<file path="src/rtl/raven_bus_pkg.sv">
// rtl/raven_bus_pkg.sv - shared IACK state encoding and 68000 IACK bus-cycle match constants
package raven_bus_pkg;

  typedef enum logic [2:0] {
    IDLE,
    DECODE,
    WAIT_DTACK,
    AUTOVEC,
    FAULT,
    DONE
  } iack_state_e;

  localparam logic [2:0] IACK_FC      = 3'b111;
  localparam logic [3:0] IACK_ADDR_HI = 4'hF;

  function automatic logic is_iack_cycle(input logic as_n_s, input logic [2:0] fc,
                                         input logic [3:0] addr_hi);
    return !as_n_s && (fc == IACK_FC) && (addr_hi == IACK_ADDR_HI);
  endfunction

endpackage

</file>
<file path="src/rtl/iack_ctrl_if.sv">
// rtl/iack_ctrl_if.sv - CPU/DUART side signals of the IACK controller
interface iack_ctrl_if;
  logic       as_n;
  logic [2:0] fc;
  logic [3:0] addr_hi;
  logic [2:0] addr_lvl;
  logic       duart_dtack_n;
  logic       duart_iack_n;
  logic       vpa_n;
  logic       berr_n;
  logic       iack_busy;

  modport slave (
    input  as_n, fc, addr_hi, addr_lvl, duart_dtack_n,
    output duart_iack_n, vpa_n, berr_n, iack_busy
  );

  modport master (
    output as_n, fc, addr_hi, addr_lvl, duart_dtack_n,
    input  duart_iack_n, vpa_n, berr_n, iack_busy
  );
endinterface

</file>
<file path="src/rtl/sync2.sv">
// rtl/sync2.sv - two-flop synchroniser with asynchronous reset to a configurable idle level
module sync2 #(
  parameter logic RESET_VAL = 1'b1
) (
  input  logic clk,
  input  logic reset,
  input  logic d,
  output logic q
);

  logic meta_q;
  logic sync_q;

  always_ff @(posedge clk or posedge reset) begin
    if (reset) begin
      meta_q <= RESET_VAL;
      sync_q <= RESET_VAL;
    end else begin
      meta_q <= d;
      sync_q <= meta_q;
    end
  end

  assign q = sync_q;

endmodule

</file>
<file path="src/rtl/iack_ctrl.sv">
// rtl/iack_ctrl.sv - 68000 interrupt-acknowledge controller (DUART vector, autovector or bus error)
// IACK_AUTOVEC_FALLBACK_EN: a DUART DTACK timeout falls back to autovector instead of bus error.
module iack_ctrl
  import raven_bus_pkg::*;
#(
  parameter int DUART_LEVEL    = 5,
  parameter int TIMEOUT_CYCLES = 64
) (
  input logic        clk,
  input logic        reset,
  iack_ctrl_if.slave bus
);

  localparam logic [7:0] CNT_LAST  = 8'(TIMEOUT_CYCLES - 1);
  localparam logic [2:0] DUART_LVL = 3'(DUART_LEVEL);

  logic        as_s;
  logic        dtack_s;
  iack_state_e state_q, state_d;
  logic [2:0]  lvl_q, lvl_d;
  logic [2:0]  fc_q, fc_d;
  logic [7:0]  cnt_q, cnt_d;
  logic [1:0]  settle_q, settle_d;
  logic        armed_q, armed_d;
  logic        iack_n_q, iack_n_d;
  logic        vpa_n_q, vpa_n_d;
  logic        berr_n_q, berr_n_d;
  logic        busy_q, busy_d;

  sync2 #(.RESET_VAL(1'b1)) u_sync_as (
    .clk   (clk),
    .reset (reset),
    .d     (bus.as_n),
    .q     (as_s)
  );

  sync2 #(.RESET_VAL(1'b1)) u_sync_dtack (
    .clk   (clk),
    .reset (reset),
    .d     (bus.duart_dtack_n),
    .q     (dtack_s)
  );

  always_ff @(posedge clk or posedge reset) begin
    if (reset) begin
      state_q  <= IDLE;
      lvl_q    <= '0;
      fc_q     <= '0;
      cnt_q    <= '0;
      settle_q <= '0;
      armed_q  <= 1'b0;
      iack_n_q <= 1'b1;
      vpa_n_q  <= 1'b1;
      berr_n_q <= 1'b1;
      busy_q   <= 1'b0;
    end else begin
      state_q  <= state_d;
      lvl_q    <= lvl_d;
      fc_q     <= fc_d;
      cnt_q    <= cnt_d;
      settle_q <= settle_d;
      armed_q  <= armed_d;
      iack_n_q <= iack_n_d;
      vpa_n_q  <= vpa_n_d;
      berr_n_q <= berr_n_d;
      busy_q   <= busy_d;
    end
  end

  always_comb begin
    state_d  = state_q;
    lvl_d    = lvl_q;
    fc_d     = fc_q;
    cnt_d    = cnt_q;
    settle_d = (settle_q == 2'd2) ? settle_q : settle_q + 2'd1;
    // The synchronisers reset high, so as_n is only trusted once they have flushed; a
    // cycle already in flight at reset release must end (as_n high) before we re-arm.
    armed_d  = armed_q | ((settle_q == 2'd2) && as_s);

    case (state_q)
      IDLE: begin
        if (armed_q && is_iack_cycle(as_s, bus.fc, bus.addr_hi)) begin
          state_d = DECODE;
          lvl_d   = bus.addr_lvl;
          fc_d    = bus.fc;
        end
      end
      DECODE: begin
        if (as_s) begin
          state_d = IDLE;
        end else if ((fc_q != IACK_FC) || (lvl_q == 3'd0)) begin
          state_d = FAULT;
        end else if (lvl_q == DUART_LVL) begin
          state_d = WAIT_DTACK;
          cnt_d   = '0;
        end else begin
          state_d = AUTOVEC;
        end
      end
      WAIT_DTACK: begin
        if (as_s) begin
          state_d = IDLE;
        end else if (!dtack_s) begin
          state_d = DONE;
        end else if (cnt_q == CNT_LAST) begin
`ifdef IACK_AUTOVEC_FALLBACK_EN
          state_d = AUTOVEC;
`else
          state_d = FAULT;
`endif
        end else if (cnt_q != 8'hFF) begin
          cnt_d = cnt_q + 8'd1;
        end
      end
      AUTOVEC, FAULT, DONE: begin
        if (as_s) state_d = IDLE;
      end
      default: state_d = IDLE;
    endcase

    // Strobes decode from the next state so each one is a clean flop output.
    iack_n_d = !((state_d == WAIT_DTACK) || (state_d == DONE));
    vpa_n_d  = (state_d != AUTOVEC);
    berr_n_d = (state_d != FAULT);
    busy_d   = (state_d != IDLE);
  end

  assign bus.duart_iack_n = iack_n_q;
  assign bus.vpa_n        = vpa_n_q;
  assign bus.berr_n       = berr_n_q;
  assign bus.iack_busy    = busy_q;

endmodule
</file>
<file path="src/flat_wrapper.sv">
// flat-port wrapper written by rule: the top's interface ports become plain ports
module iack_ctrl_flat import raven_bus_pkg::*;
#(
  parameter int DUART_LEVEL    = 5,
  parameter int TIMEOUT_CYCLES = 64
)
  (clk, reset, bus_as_n, bus_fc, bus_addr_hi, bus_addr_lvl, bus_duart_dtack_n, bus_duart_iack_n, bus_vpa_n, bus_berr_n, bus_iack_busy);
  iack_ctrl_if bus_i ();
  input logic clk;
  input logic reset;
  input wire logic [$bits(bus_i.as_n)-1:0] bus_as_n;
  input wire logic [$bits(bus_i.fc)-1:0] bus_fc;
  input wire logic [$bits(bus_i.addr_hi)-1:0] bus_addr_hi;
  input wire logic [$bits(bus_i.addr_lvl)-1:0] bus_addr_lvl;
  input wire logic [$bits(bus_i.duart_dtack_n)-1:0] bus_duart_dtack_n;
  output wire logic [$bits(bus_i.duart_iack_n)-1:0] bus_duart_iack_n;
  output wire logic [$bits(bus_i.vpa_n)-1:0] bus_vpa_n;
  output wire logic [$bits(bus_i.berr_n)-1:0] bus_berr_n;
  output wire logic [$bits(bus_i.iack_busy)-1:0] bus_iack_busy;
  assign bus_i.as_n = bus_as_n;
  assign bus_i.fc = bus_fc;
  assign bus_i.addr_hi = bus_addr_hi;
  assign bus_i.addr_lvl = bus_addr_lvl;
  assign bus_i.duart_dtack_n = bus_duart_dtack_n;
  assign bus_duart_iack_n = bus_i.duart_iack_n;
  assign bus_vpa_n = bus_i.vpa_n;
  assign bus_berr_n = bus_i.berr_n;
  assign bus_iack_busy = bus_i.iack_busy;
  iack_ctrl #(.DUART_LEVEL(DUART_LEVEL), .TIMEOUT_CYCLES(TIMEOUT_CYCLES)) u_core (.clk(clk), .reset(reset), .bus(bus_i));
endmodule
</file>
<file path="config.mk">
export PLATFORM = sky130hd
export DESIGN_NAME = iack_ctrl_flat
export DESIGN_NICKNAME = d
export VERILOG_FILES = /design/src/rtl/raven_bus_pkg.sv /design/src/rtl/iack_ctrl_if.sv /design/src/rtl/sync2.sv /design/src/rtl/iack_ctrl.sv /design/src/flat_wrapper.sv
export SDC_FILE = /design/constraint.sdc
export NUM_CORES = 1
export LEC_CHECK = 0
export ABC_AREA = 1
export CORE_AREA = 4 4 56 58
export DETAILED_ROUTE_END_ITERATION = 8
export DIE_AREA = 0 0 60 62
export PLACE_DENSITY = 0.85
export SYNTH_ARGS = -nofsm -noshare
export SYNTH_HDL_FRONTEND = slang
export SYNTH_HIERARCHICAL = 1
export SYNTH_SLANG_ARGS = --single-unit
</file>
<file path="constraint.sdc">
create_clock -name clk -period 2.7 [get_ports clk]
set_clock_uncertainty 0.05 [all_clocks]
set_input_delay 0.81 -clock clk [delete_from_list [all_inputs] [get_ports clk]]
set_output_delay 0.81 -clock clk [all_outputs]
set_load 0.02 [all_outputs]
</file>
# == Word level (Yosys, flattened, before mapping) ==
# Index checks and enable logic that the tools add are counted.
# word_totals
ff_bits,28
# op_classes
add_sub_neg,2
n_eq_ne,23
bitwise_logic,1
n_mux,17
reduce_logical,15
# ops
op,n
8-bit 2-to-1 mux,7
3-bit 2-to-1 mux,7
8-bit case mux with 2 select lines,1
"3-bit equality test, second input constant",5
3-bit case mux with 4 select lines,1
"2-bit != test, second input constant",5
"3-bit by 2-bit equality test with 1-bit output, second input constant",3
"8-bit by 1-bit adder with 8-bit output, second input constant",1
"8-bit by 6-bit equality test with 1-bit output, second input constant",1
"8-bit != test, second input constant",1
8-bit AND reduction,1
3-bit zero test,2
"3-bit != test, second input constant",2
"4-bit equality test, second input constant",1
1-bit logical AND,4
"2-bit by 1-bit != test with 1-bit output, second input constant",2
"3-bit by 1-bit equality test with 1-bit output, second input constant",1
"3-bit by 2-bit != test with 1-bit output, second input constant",1
3-bit nonzero test,1
3-bit OR reduction,1
"2-bit by 1-bit adder with 2-bit output, second input constant",1
"2-bit equality test, second input constant",1
1-bit zero test,2
1-bit logical OR,2
4 further kinds,4

# == Depth between registers and ports, before layout ==
# Gate-level depths: netlist of run 1.
# depth
depth_word,9
mapped_depth,10
ltp_nobuf,10

# == Modules after synthesis ==
# The synthesis of run 1 kept the hierarchy.
# by_module_without_submodules
module,area_each_um2,cells_per_inst,seq_area_each_um2,n_inst
iack_ctrl,1382.6,177,604.3,1
sync2,56.3,3,52.6,2

# == Worst setup path after synthesis of run 1 ==
# OpenSTA, ideal clock, no wires.
# synth_path
path_type,in2reg
start,input bus_addr_hi[2]
end,"register u_core.iack_n_q, in the netlist u_core/bus.duart_iack_n"
arrival_time_ns,1.410
path_buffers,1
setup_time_ns,0.076
path_stages,8
setup_slack_ns,1.164
cell_sequence,nand2_1 nor2_1 nand3_2 buf_4 nand2_1 nor2_2 nand3_1 nand2_1
# synth_between
elab_chain_len,8
elab_cells_between_ends,9
# synth_lines
element,line,text
start: declaration,flat_wrapper.sv:13,input wire logic [$bits(bus_i.addr_hi)-1:0] bus_addr_hi;
4-bit equality test *,raven_bus_pkg.sv:18,return !as_n_s && (fc == IACK_FC) && (addr_hi == IACK_ADDR_HI);
1-bit logical AND *,raven_bus_pkg.sv:18,
1-bit logical AND *,iack_ctrl.sv:82,"if (armed_q && is_iack_cycle(as_s, bus.fc, bus.addr_hi)) begin"
3-bit 2-to-1 mux *,iack_ctrl.sv:82,
3-bit case mux with 4 select lines *,iack_ctrl.sv:80,case (state_q)
3-bit by 2-bit equality test with 1-bit output / 3-bit equality test (equally long branches),iack_ctrl.sv:122,iack_n_d = !((state_d == WAIT_DTACK) || (state_d == DONE));
1-bit logical OR *,iack_ctrl.sv:122,
1-bit zero test *,iack_ctrl.sv:122,
via u_core.iack_n_d,iack_ctrl.sv:25,"logic iack_n_q, iack_n_d;"
end signal: assignment,iack_ctrl.sv:63,iack_n_q <= iack_n_d;
end: declaration,iack_ctrl.sv:25,
# Mark *: on every way through the listed nets, which the timed path passes. The rest lies on a longest branch.
# A chain may end at the register's enable or synchronous reset.

# == Worst setup path after layout of run 1 ==
# layout_path
start,"register u_core.vpa_n_q, in the netlist u_core/bus.vpa_n"
end,output bus_vpa_n
# layout_rtl
element,line,text
start: declaration,iack_ctrl.sv:26,"logic vpa_n_q, vpa_n_d;"
start signal: assignment,iack_ctrl.sv:64,vpa_n_q <= vpa_n_d;
end: declaration,flat_wrapper.sv:17,output wire logic [$bits(bus_i.vpa_n)-1:0] bus_vpa_n;
# No word-level cell between the ends.

==> impl_metrics.yaml, run 1 <==
sta:
  rsz0062_at_grt: "false"
  fin_tns_setup_ps: 0
  slew_headroom: 0.7683
  hold_viol_final: 0
  hold-worst-slack_ps: 318.0
  drv_slew: 0
  fin_crit_ps: 2315
  worst_pin_slew_ps: 347.2
  finalCritPeriodShare: 0.8575
  fmax_mhz: 431.9
  setup_viol: 0
placement:
  numPortBuffers: 17
  post-place-cells: 230
  hpwl_um: 2289
  gp_routability_congestion: 0.8851
synthesis:
  synth_fp_nets: 199
  ys_ff_latch: 28
  synth_edf_count: 0
  netlist_instances: 183
  synth_top_flop_cell: "dfrtp_1"
  netlist_area_um2: 1495
  async_flop_share: 1.000
  ys_warn_count: 6
  synth_cell_type_count: 26
  synth.yosys.seq_area_share: 0.4745
  avgSynthCellArea_um2: 8.170
worst_setup_path:
  crit_start: "u_core/bus.vpa_n"
  timing.critical_path.buf_inv: 1
  path_class: "reg2out"
  crit_fanout: 1
  slowest_stage: "clkdlybuf4s50_1"
  critPathRequiredTime_ps: 1840
  startpoint_type: "flop"
  cp.arrival_ps: 1460
  slowest_delay_ps: 590
  end_kind: "output port"
  cp_cell_sequence: "clkdlybuf4s50_1"
  rr_startpoint: "u_core/cnt_q[0]"
  cp_top_family: "buffers and inverters"
global_routing:
  overflow: 0
  antenna_found_initial: 0
  grt_max_degree: 17
  grt_pass1_vias: 1216
  grt_pass1_wl_um: 5126
  track_usage: 0.1831
floorplan:
  dieHeight_um: 62
  die-area_um2: 3720
  row_count: 19
  floorplan.io_pins: 18
  start_util: 0.5616
  core_um2: 2663
  die_w_um: 60
cells_and_area:
  final_cell_mix: "nand2_1 (54), inv_1 (23), dfrtp_1 (21)"
  area_delta_synth_final_pct: 15.40
  finish.utilization: 0.6480
  regArea_um2: 709.4
  fill_cells: 228
  multiInputGateArea_um2: 658.1
  fin_nets: 220
  layoutNonFillerInstCount: 234
  diodes: 0
  final_common_cell: "nand2_1"
  drive_above_1_share: 0.1970
drt:
  drtIter0Drc: 41
  drc: 0
  wl_per_cell_um: 12.54
  antenna_left: 0
  vias_per_cell: 5.252
  wl_um: 2934
  firstDrtPassIters: 4
  num_vias: 1229
clock_network:
  htree_levels: 1
  cts-hold-fix-buffers: 0
  cts_buffer_depth: 2
  post_cts_buffers: 0
  cts_buffers: 3
  root_buffer: "clkbuf_4"
  cts-resized-gates: 0
  cts_tree: "built"
  clkLatencyLatePin_ps: 320
  clkTransAtPathRegs_ps: 150
  clock_sinks: 28
worst_hold_path:
  hp-class: "reg2reg"
  worstHoldStart: "u_core/u_sync_dtack/meta_q"
flow_run:
  maxCapViolations: 0
power_and_ir_drop:
  power_density_nw_per_um2: 397.5
  p_leak_nw: 0.8433
  comb_power_share: 0.073
  peakVddDrop_mv: 0.3868
  intPower_w: 0.0005370
  clock_power_share: 0.293
  p_seq_frac: 0.634
  power.switching_w: 0.0001489
  switching_share: 0.2171
  finalPower_w: 0.0006859
run_status:
  outcome: "finished clean"
==> registers in the layout, summed over array words and instances, names as in the netlist <==
name / flops
u_core/cnt_q: 8
u_core/fc_q: 3
u_core/lvl_q: 3
u_core/state_q: 3
u_core/settle_q: 2
u_core/armed_q: 1
u_core/bus.berr_n: 1
u_core/bus.duart_iack_n: 1
u_core/bus.iack_busy: 1
u_core/bus.vpa_n: 1
u_core/u_sync_as/meta_q: 1
u_core/u_sync_as/q: 1
u_core/u_sync_dtack/meta_q: 1
u_core/u_sync_dtack/q: 1
==> cells in the mapped netlist, types with 2 or more instances <==
| cell type | count | area (µm²) |
|---|---|---|
| a21oi_1 | 2 | 10.01 |
| dfrtp_1 | 21 | 525.5 |
| dfstp_2 | 7 | 183.9 |
| ha_1 | 2 | 25.02 |
| inv_1 | 23 | 86.33 |
| inv_2 | 5 | 18.77 |
| nand2_1 | 54 | 202.7 |
| nand2_2 | 4 | 25.02 |
| nand2_4 | 2 | 22.52 |
| nand3_1 | 15 | 75.07 |
| nand3_2 | 5 | 50.05 |
| nor2_1 | 16 | 60.06 |
| o21ai_0 | 6 | 30.03 |
| o21ai_2 | 7 | 61.31 |
| or2_2 | 3 | 18.77 |
==> worst paths after layout <==
path                                      endpoint  slack (ps)  cells after the start
max                                      bus_vpa_n         380                      1
max in group asynchronous  u_core/bus.duart_iack_n        1270                      3
min in group asynchronous          u_core/cnt_q[1]         730                      2
min                          u_core/u_sync_dtack/q         320                      0
max reg2reg                        u_core/cnt_q[2]        1100                      7
min reg2reg                  u_core/u_sync_dtack/q         320                      0
==> per-layer routing <==
metal	GRT usage	routed length (µm)	share of wire
met1	0.2197	1243	0.42
met4	0.07595	33	0.011
met3	0.01860	75	0.026
met2	0.3349	1582	0.54
met5	0	0	0
==> power by group through the flow <==
stage | registers (W) | logic (W) | clock network [W]
finish | 0.000435 | 0.0000502 | 0.000201
global route | 0.000436 | 0.0000563 | 0.000227
CTS | 0.000435 | 0.0000513 | 0.000210
detailed placement | 0.000442 | 0.0000512 | 0
global placement | 0.000442 | 0.0000487 | 0
floorplan | 0.000441 | 0.0000235 | 0
==> cells by family after synthesis <==
group | after synthesis | synth area share
AND/OR/NAND/NOR | 103 | 0.3289
adder cells (fa/ha/maj) | 2 | 0.01673
AO/OA/AOI/OAI | 18 | 0.08285
buffers and inverters | 30 | 0.08535
flip-flops | 28 | 0.4745
XOR/XNOR | 2 | 0.01172
==> final cells by class <==
cell class	instances	share of cell area
Clock buffer	4	0.02103
Tap cell	31	0.02248
Inverter	28	0.06091
Multi-Input combinational cell	125	0.3814
Timing Repair Buffer	18	0.1030
Sequential cell	28	0.4112
==> per-stage QoR <==
| step | instance area (µm²) | worst slack [ps] |
|---|---|---|
| finish | 1725 | 384.8 |
| global route | 1725 | 316.6 |
| CTS | 1725 | 363.7 |
| detailed placement | 1689 | 511.2 |
| global placement | 1689 | 628.2 |
| floorplan | 1495 | 1164 |
Note: power is estimated with default switching activity, not from simulation.
==> run 2, diff against run 1 <==
==> constraint.sdc (replaced) <==
create_clock -name clk -period 2.9 [get_ports clk]
set_clock_uncertainty 0.05 [all_clocks]
set_input_delay 0.87 -clock clk [delete_from_list [all_inputs] [get_ports clk]]
set_output_delay 0.87 -clock clk [all_outputs]
set_load 0.02 [all_outputs]
==> impl_metrics.yaml, run 2 (synthesis gave the netlist of run 1 again) <==
global_routing:
  grt_max_degree: 25
  grt_pass1_vias: 1328
  antenna_found_initial: 0
  overflow: 0
  track_usage: 0.1924
  grt_pass1_wl_um: 5285
floorplan:
  start_util: 0.5616
  die_w_um: 60
  row_count: 19
  core_um2: 2663
  floorplan.io_pins: 18
  dieHeight_um: 62
  die-area_um2: 3720
clock_network:
  clkTransAtPathRegs_ps: 140
  cts_tree: "built"
  cts-resized-gates: 0
  clock_sinks: 28
  post_cts_buffers: 0
  clkLatencyLatePin_ps: 330
  cts_buffer_depth: 2
  root_buffer: "clkbuf_4"
  cts_buffers: 3
  htree_levels: 1
  cts-hold-fix-buffers: 0
worst_setup_path:
  path_class: "reg2out"
  end_kind: "output port"
  rr_startpoint: "u_core/cnt_q[0]"
  rr_endpoint: "u_core/cnt_q[2]"
  cp_top_family: "buffers and inverters"
  timing.critical_path.buf_inv: 1
  startpoint_type: "flop"
  slowest_stage: "clkdlybuf4s50_1"
  reg2reg_slack_ps: 1250
  ff2ff_path_depth: 7
  critPathRequiredTime_ps: 1980
  crit_fanout: 1
  cp.arrival_ps: 1480
  cp_cell_sequence: "clkdlybuf4s50_1"
  slowest_delay_ps: 600
power_and_ir_drop:
  peakVddDrop_mv: 0.4113
  p_leak_nw: 0.8373
  power_density_nw_per_um2: 361.1
sta:
  worst_pin_slew_ps: 317.9
  drv_slew: 0
  finalCritPeriodShare: 0.8281
  slew_headroom: 0.7881
  rsz0062_at_grt: "false"
  fmax_mhz: 416.4
  hold_viol_final: 0
  fin_tns_setup_ps: 0
  setup_viol: 0
  fin_crit_ps: 2402
worst_hold_path:
  hold_end: "u_core/u_sync_dtack/q"
  min_path_cells: 0
  hp-class: "reg2reg"
  worstHoldStart: "u_core/u_sync_dtack/meta_q"
run_status:
  outcome: "finished clean"
placement:
  gp_routability_congestion: 0.8845
  hpwl_um: 2294
  placed_area_um2: 1689
  post-place-cells: 230
  numPortBuffers: 17
cells_and_area:
  diodes: 0
  final_area_um2: 1715
  largest_register: "u_core/cnt_q"
  drive_above_1_share: 0.1921
  layoutNonFillerInstCount: 234
  area_delta_synth_final_pct: 14.73
  final_common_cell: "nand2_1"
  largest_register_ffs: 8
  final_cell_mix: "nand2_1 (54), inv_1 (23), dfrtp_1 (21)"
  fill_cells: 229
  fin_nets: 220
drt:
  drc: 0
  wl_um: 3016
  wl_per_cell_um: 12.89
  antenna_left: 0
  vias_per_cell: 5.308
  drtIter0Drc: 49
  firstDrtPassIters: 4
  num_vias: 1242
flow_run:
  maxCapViolations: 0
## run 2: cell type report
cell class,count,area (µm²),share of cell area
well taps,31,38.79,0.02261
flip-flops and latches,28,709.4,0.4136
inverters,28,105.1,0.06127
clock buffers,4,26.28,0.01532
multi-input cells,125,658.1,0.3837
repair buffers,18,177.7,0.1036
## run 2: worst max-delay path by stage
stage	slack, ps	end	from	cells after the start
2_1_floorplan	1300	u_core/bus.duart_iack_n	bus_addr_hi[2]	8
6_report	500	bus_berr_n	u_core/bus.berr_n	1
5_1_grt	430	bus_vpa_n	u_core/bus.vpa_n	1
4_1_cts	480	bus_berr_n	u_core/bus.berr_n	1
3_5_place_dp	680	u_core/bus.berr_n	bus_fc[1]	7
3_3_place_gp	770	u_core/bus.berr_n	bus_addr_hi[2]	7
## run 2: per-layer routing
layer  global-route usage  part of all wire
met3              0.02893             0.031
met4               0.1361             0.025
met2               0.3627              0.55
met5                    0                 0
met1               0.1924              0.40
## run 2: stage by stage
stage	total power [W]	hold slack [ps]	utilization	setup slack, ps
after detailed placement	0.0004590	300.7	0.6344	678.3
after CTS	0.0006294	320.6	0.6443	483.1
after floorplan	0.0004324	295.2	-	1304
after global placement	0.0004565	296.8	0.6344	771.0
after global routing	0.0006507	324.6	0.6443	433.6
final	0.0006194	318.9	0.6443	498.4
## run 2: power breakdown
group | switching [W] | internal (W) | total (W)
combinational | 0.0000229 | 0.0000235 | 0.0000465
clock | 0.000114 | 0.0000541 | 0.000168
sequential | 0.00000520 | 0.000400 | 0.000405
total | 0.000142 | 0.000477 | 0.000619
## run 2: worst reg2reg max path: stages (launching register included)
cell and delay, ps:
dfrtp_1 430, ha_1 200, nand3_1 140, nor2_1 220, nand3_2 150, nand2_4 230
nand2_1 120, o21ai_2 70
==> run 3, diff against run 2 <==
--- a/config.mk
+++ b/config.mk
@@ -6,10 +6,10 @@
 export NUM_CORES = 1
 export LEC_CHECK = 0
 export ABC_AREA = 1
-export CORE_AREA = 4 4 56 58
+export CORE_AREA = 4 4 58 60
 export DETAILED_ROUTE_END_ITERATION = 8
-export DIE_AREA = 0 0 60 62
-export PLACE_DENSITY = 0.85
+export DIE_AREA = 0 0 62 64
+export PLACE_DENSITY = 0.79
 export SYNTH_ARGS = -nofsm -noshare
 export SYNTH_HDL_FRONTEND = slang
 export SYNTH_HIERARCHICAL = 1
==> constraint.sdc (replaced) <==
create_clock -name clk -period 2.4 [get_ports clk]
set_clock_uncertainty 0.05 [all_clocks]
set_input_delay 0.72 -clock clk [delete_from_list [all_inputs] [get_ports clk]]
set_output_delay 0.72 -clock clk [all_outputs]
set_load 0.02 [all_outputs]
==> impl_metrics.yaml, run 3 (synthesis gave the netlist of run 1 again) <==
placement:
  dp_worst_setup_slack_ps: 353.6
  placed_area_um2: 1704
  hpwl_um: 2003
  gp_routability_congestion: 0.8862
  numPortBuffers: 17
drt:
  vias_per_cell: 4.831
  drc: 0
  wl_um: 2507
  drtIter0Drc: 46
  num_vias: 1140
  firstDrtPassIters: 4
  wl_per_cell_um: 10.62
  antenna_left: 0
worst_hold_path:
  hp-class: "reg2reg"
floorplan:
  floorplan.io_pins: 18
  core_um2: 2928
  row_count: 20
  die-area_um2: 3968
  die_w_um: 62
  start_util: 0.5107
  dieHeight_um: 64
clock_network:
  cts_tree: "built"
  clkLatencyLatePin_ps: 330
  htree_levels: 1
  root_buffer: "clkbuf_4"
  cts-hold-fix-buffers: 0
  clkTransAtPathRegs_ps: 140
  clock_sinks: 28
  cts-resized-gates: 0
  cts_buffer_depth: 2
  post_cts_buffers: 0
  cts_buffers: 3
sta:
  setup_viol: 0
  rsz0062_at_grt: "false"
  fin_crit_ps: 2247
  setup_slack_ps: 152.8
  worst_pin_slew_ps: 310.3
  slew_headroom: 0.7929
  drv_slew: 0
  finalCritPeriodShare: 0.9363
  hold_viol_final: 0
  fmax_mhz: 445.0
  fin_tns_setup_ps: 0
cells_and_area:
  largest_register: "u_core/cnt_q"
  final_area_um2: 1730
  finish.utilization: 0.5910
  multiInputGateArea_um2: 658.1
  fin_nets: 220
  final_cell_mix: "nand2_1 (54), inv_1 (23), dfrtp_1 (21)"
  largest_register_ffs: 8
  area_delta_synth_final_pct: 15.73
  fill_cells: 259
  drive_above_1_share: 0.1921
  regArea_um2: 709.4
  final_common_cell: "nand2_1"
  diodes: 0
worst_setup_path:
  cp_top_family: "buffers and inverters"
  crit_fanout: 1
  slowest_stage: "clkdlybuf4s50_1"
  cp.arrival_ps: 1480
  critPathRequiredTime_ps: 1630
  end_kind: "output port"
  startpoint_type: "flop"
  cp_cell_sequence: "clkdlybuf4s50_1"
  timing.critical_path.buf_inv: 1
  slowest_delay_ps: 600
  path_class: "reg2out"
power_and_ir_drop:
  finalPower_w: 0.0007430
  peakVddDrop_mv: 0.4026
  power_density_nw_per_um2: 429.4
  p_leak_nw: 0.8419
flow_run:
  maxCapViolations: 0
global_routing:
  overflow: 0
  grt_pass1_wl_um: 4505
  track_usage: 0.1505
  antenna_found_initial: 0
  grt_pass1_vias: 1044
  grt_max_degree: 19
run_status:
  outcome: "finished clean"
[run 3: cell counts in the layout (fill, tap and decap cells not counted)]
Identical to the previous run, type by type.
[run 3: worst paths after layout]
| check | startpoint | endpoint | slack [ps] | cells past startpoint |
|---|---|---|---|---|
| min in group asynchronous | reset | u_core/settle_q[0] | 620 | 2 |
| max in group asynchronous | reset | u_core/bus.berr_n | 1210 | 3 |
| max | u_core/bus.duart_iack_n | bus_duart_iack_n | 150 | 1 |
| max reg2reg | u_core/cnt_q[0] | u_core/cnt_q[0] | 900 | 7 |
| min | u_core/u_sync_dtack/meta_q | u_core/u_sync_dtack/q | 320 | 0 |
| min reg2reg | u_core/u_sync_dtack/meta_q | u_core/u_sync_dtack/q | 320 | 0 |
[run 3: metrics by stage]
step,cells,hold WS [ps]
floorplan,183,295.2
global placement,232,296.4
detailed placement,232,296.8
CTS,236,319.3
global route,236,323.6
finish,236,316.2
[run 3: layer usage]
| layer | GRT usage | share of wire | up-vias |
|---|---|---|---|
| li1 | - | - | 611 |
| met1 | 0.2127 | 0.50 | 511 |
| met2 | 0.2228 | 0.46 | 12 |
| met3 | 0.02020 | 0.022 | 6 |
| met4 | 0.07162 | 0.023 | 0 |
| met5 | 0 | 0 | - |
[run 3: layout make-up]
type                       instances  share of cell area
inverter                          28             0.06074
timing repair buffer              18              0.1099
tap                               33             0.02386
multi-input combinational        125              0.3803
sequential                        28              0.4100
clock buffer                       4             0.01518
[run 3: report_power, final]
group	switching, W	internal, W	leakage (nW)
Sequential	0.00000571	0.000483	0.340
Clock	0.000131	0.0000652	0.0150
Combinational	0.0000277	0.0000306	0.487
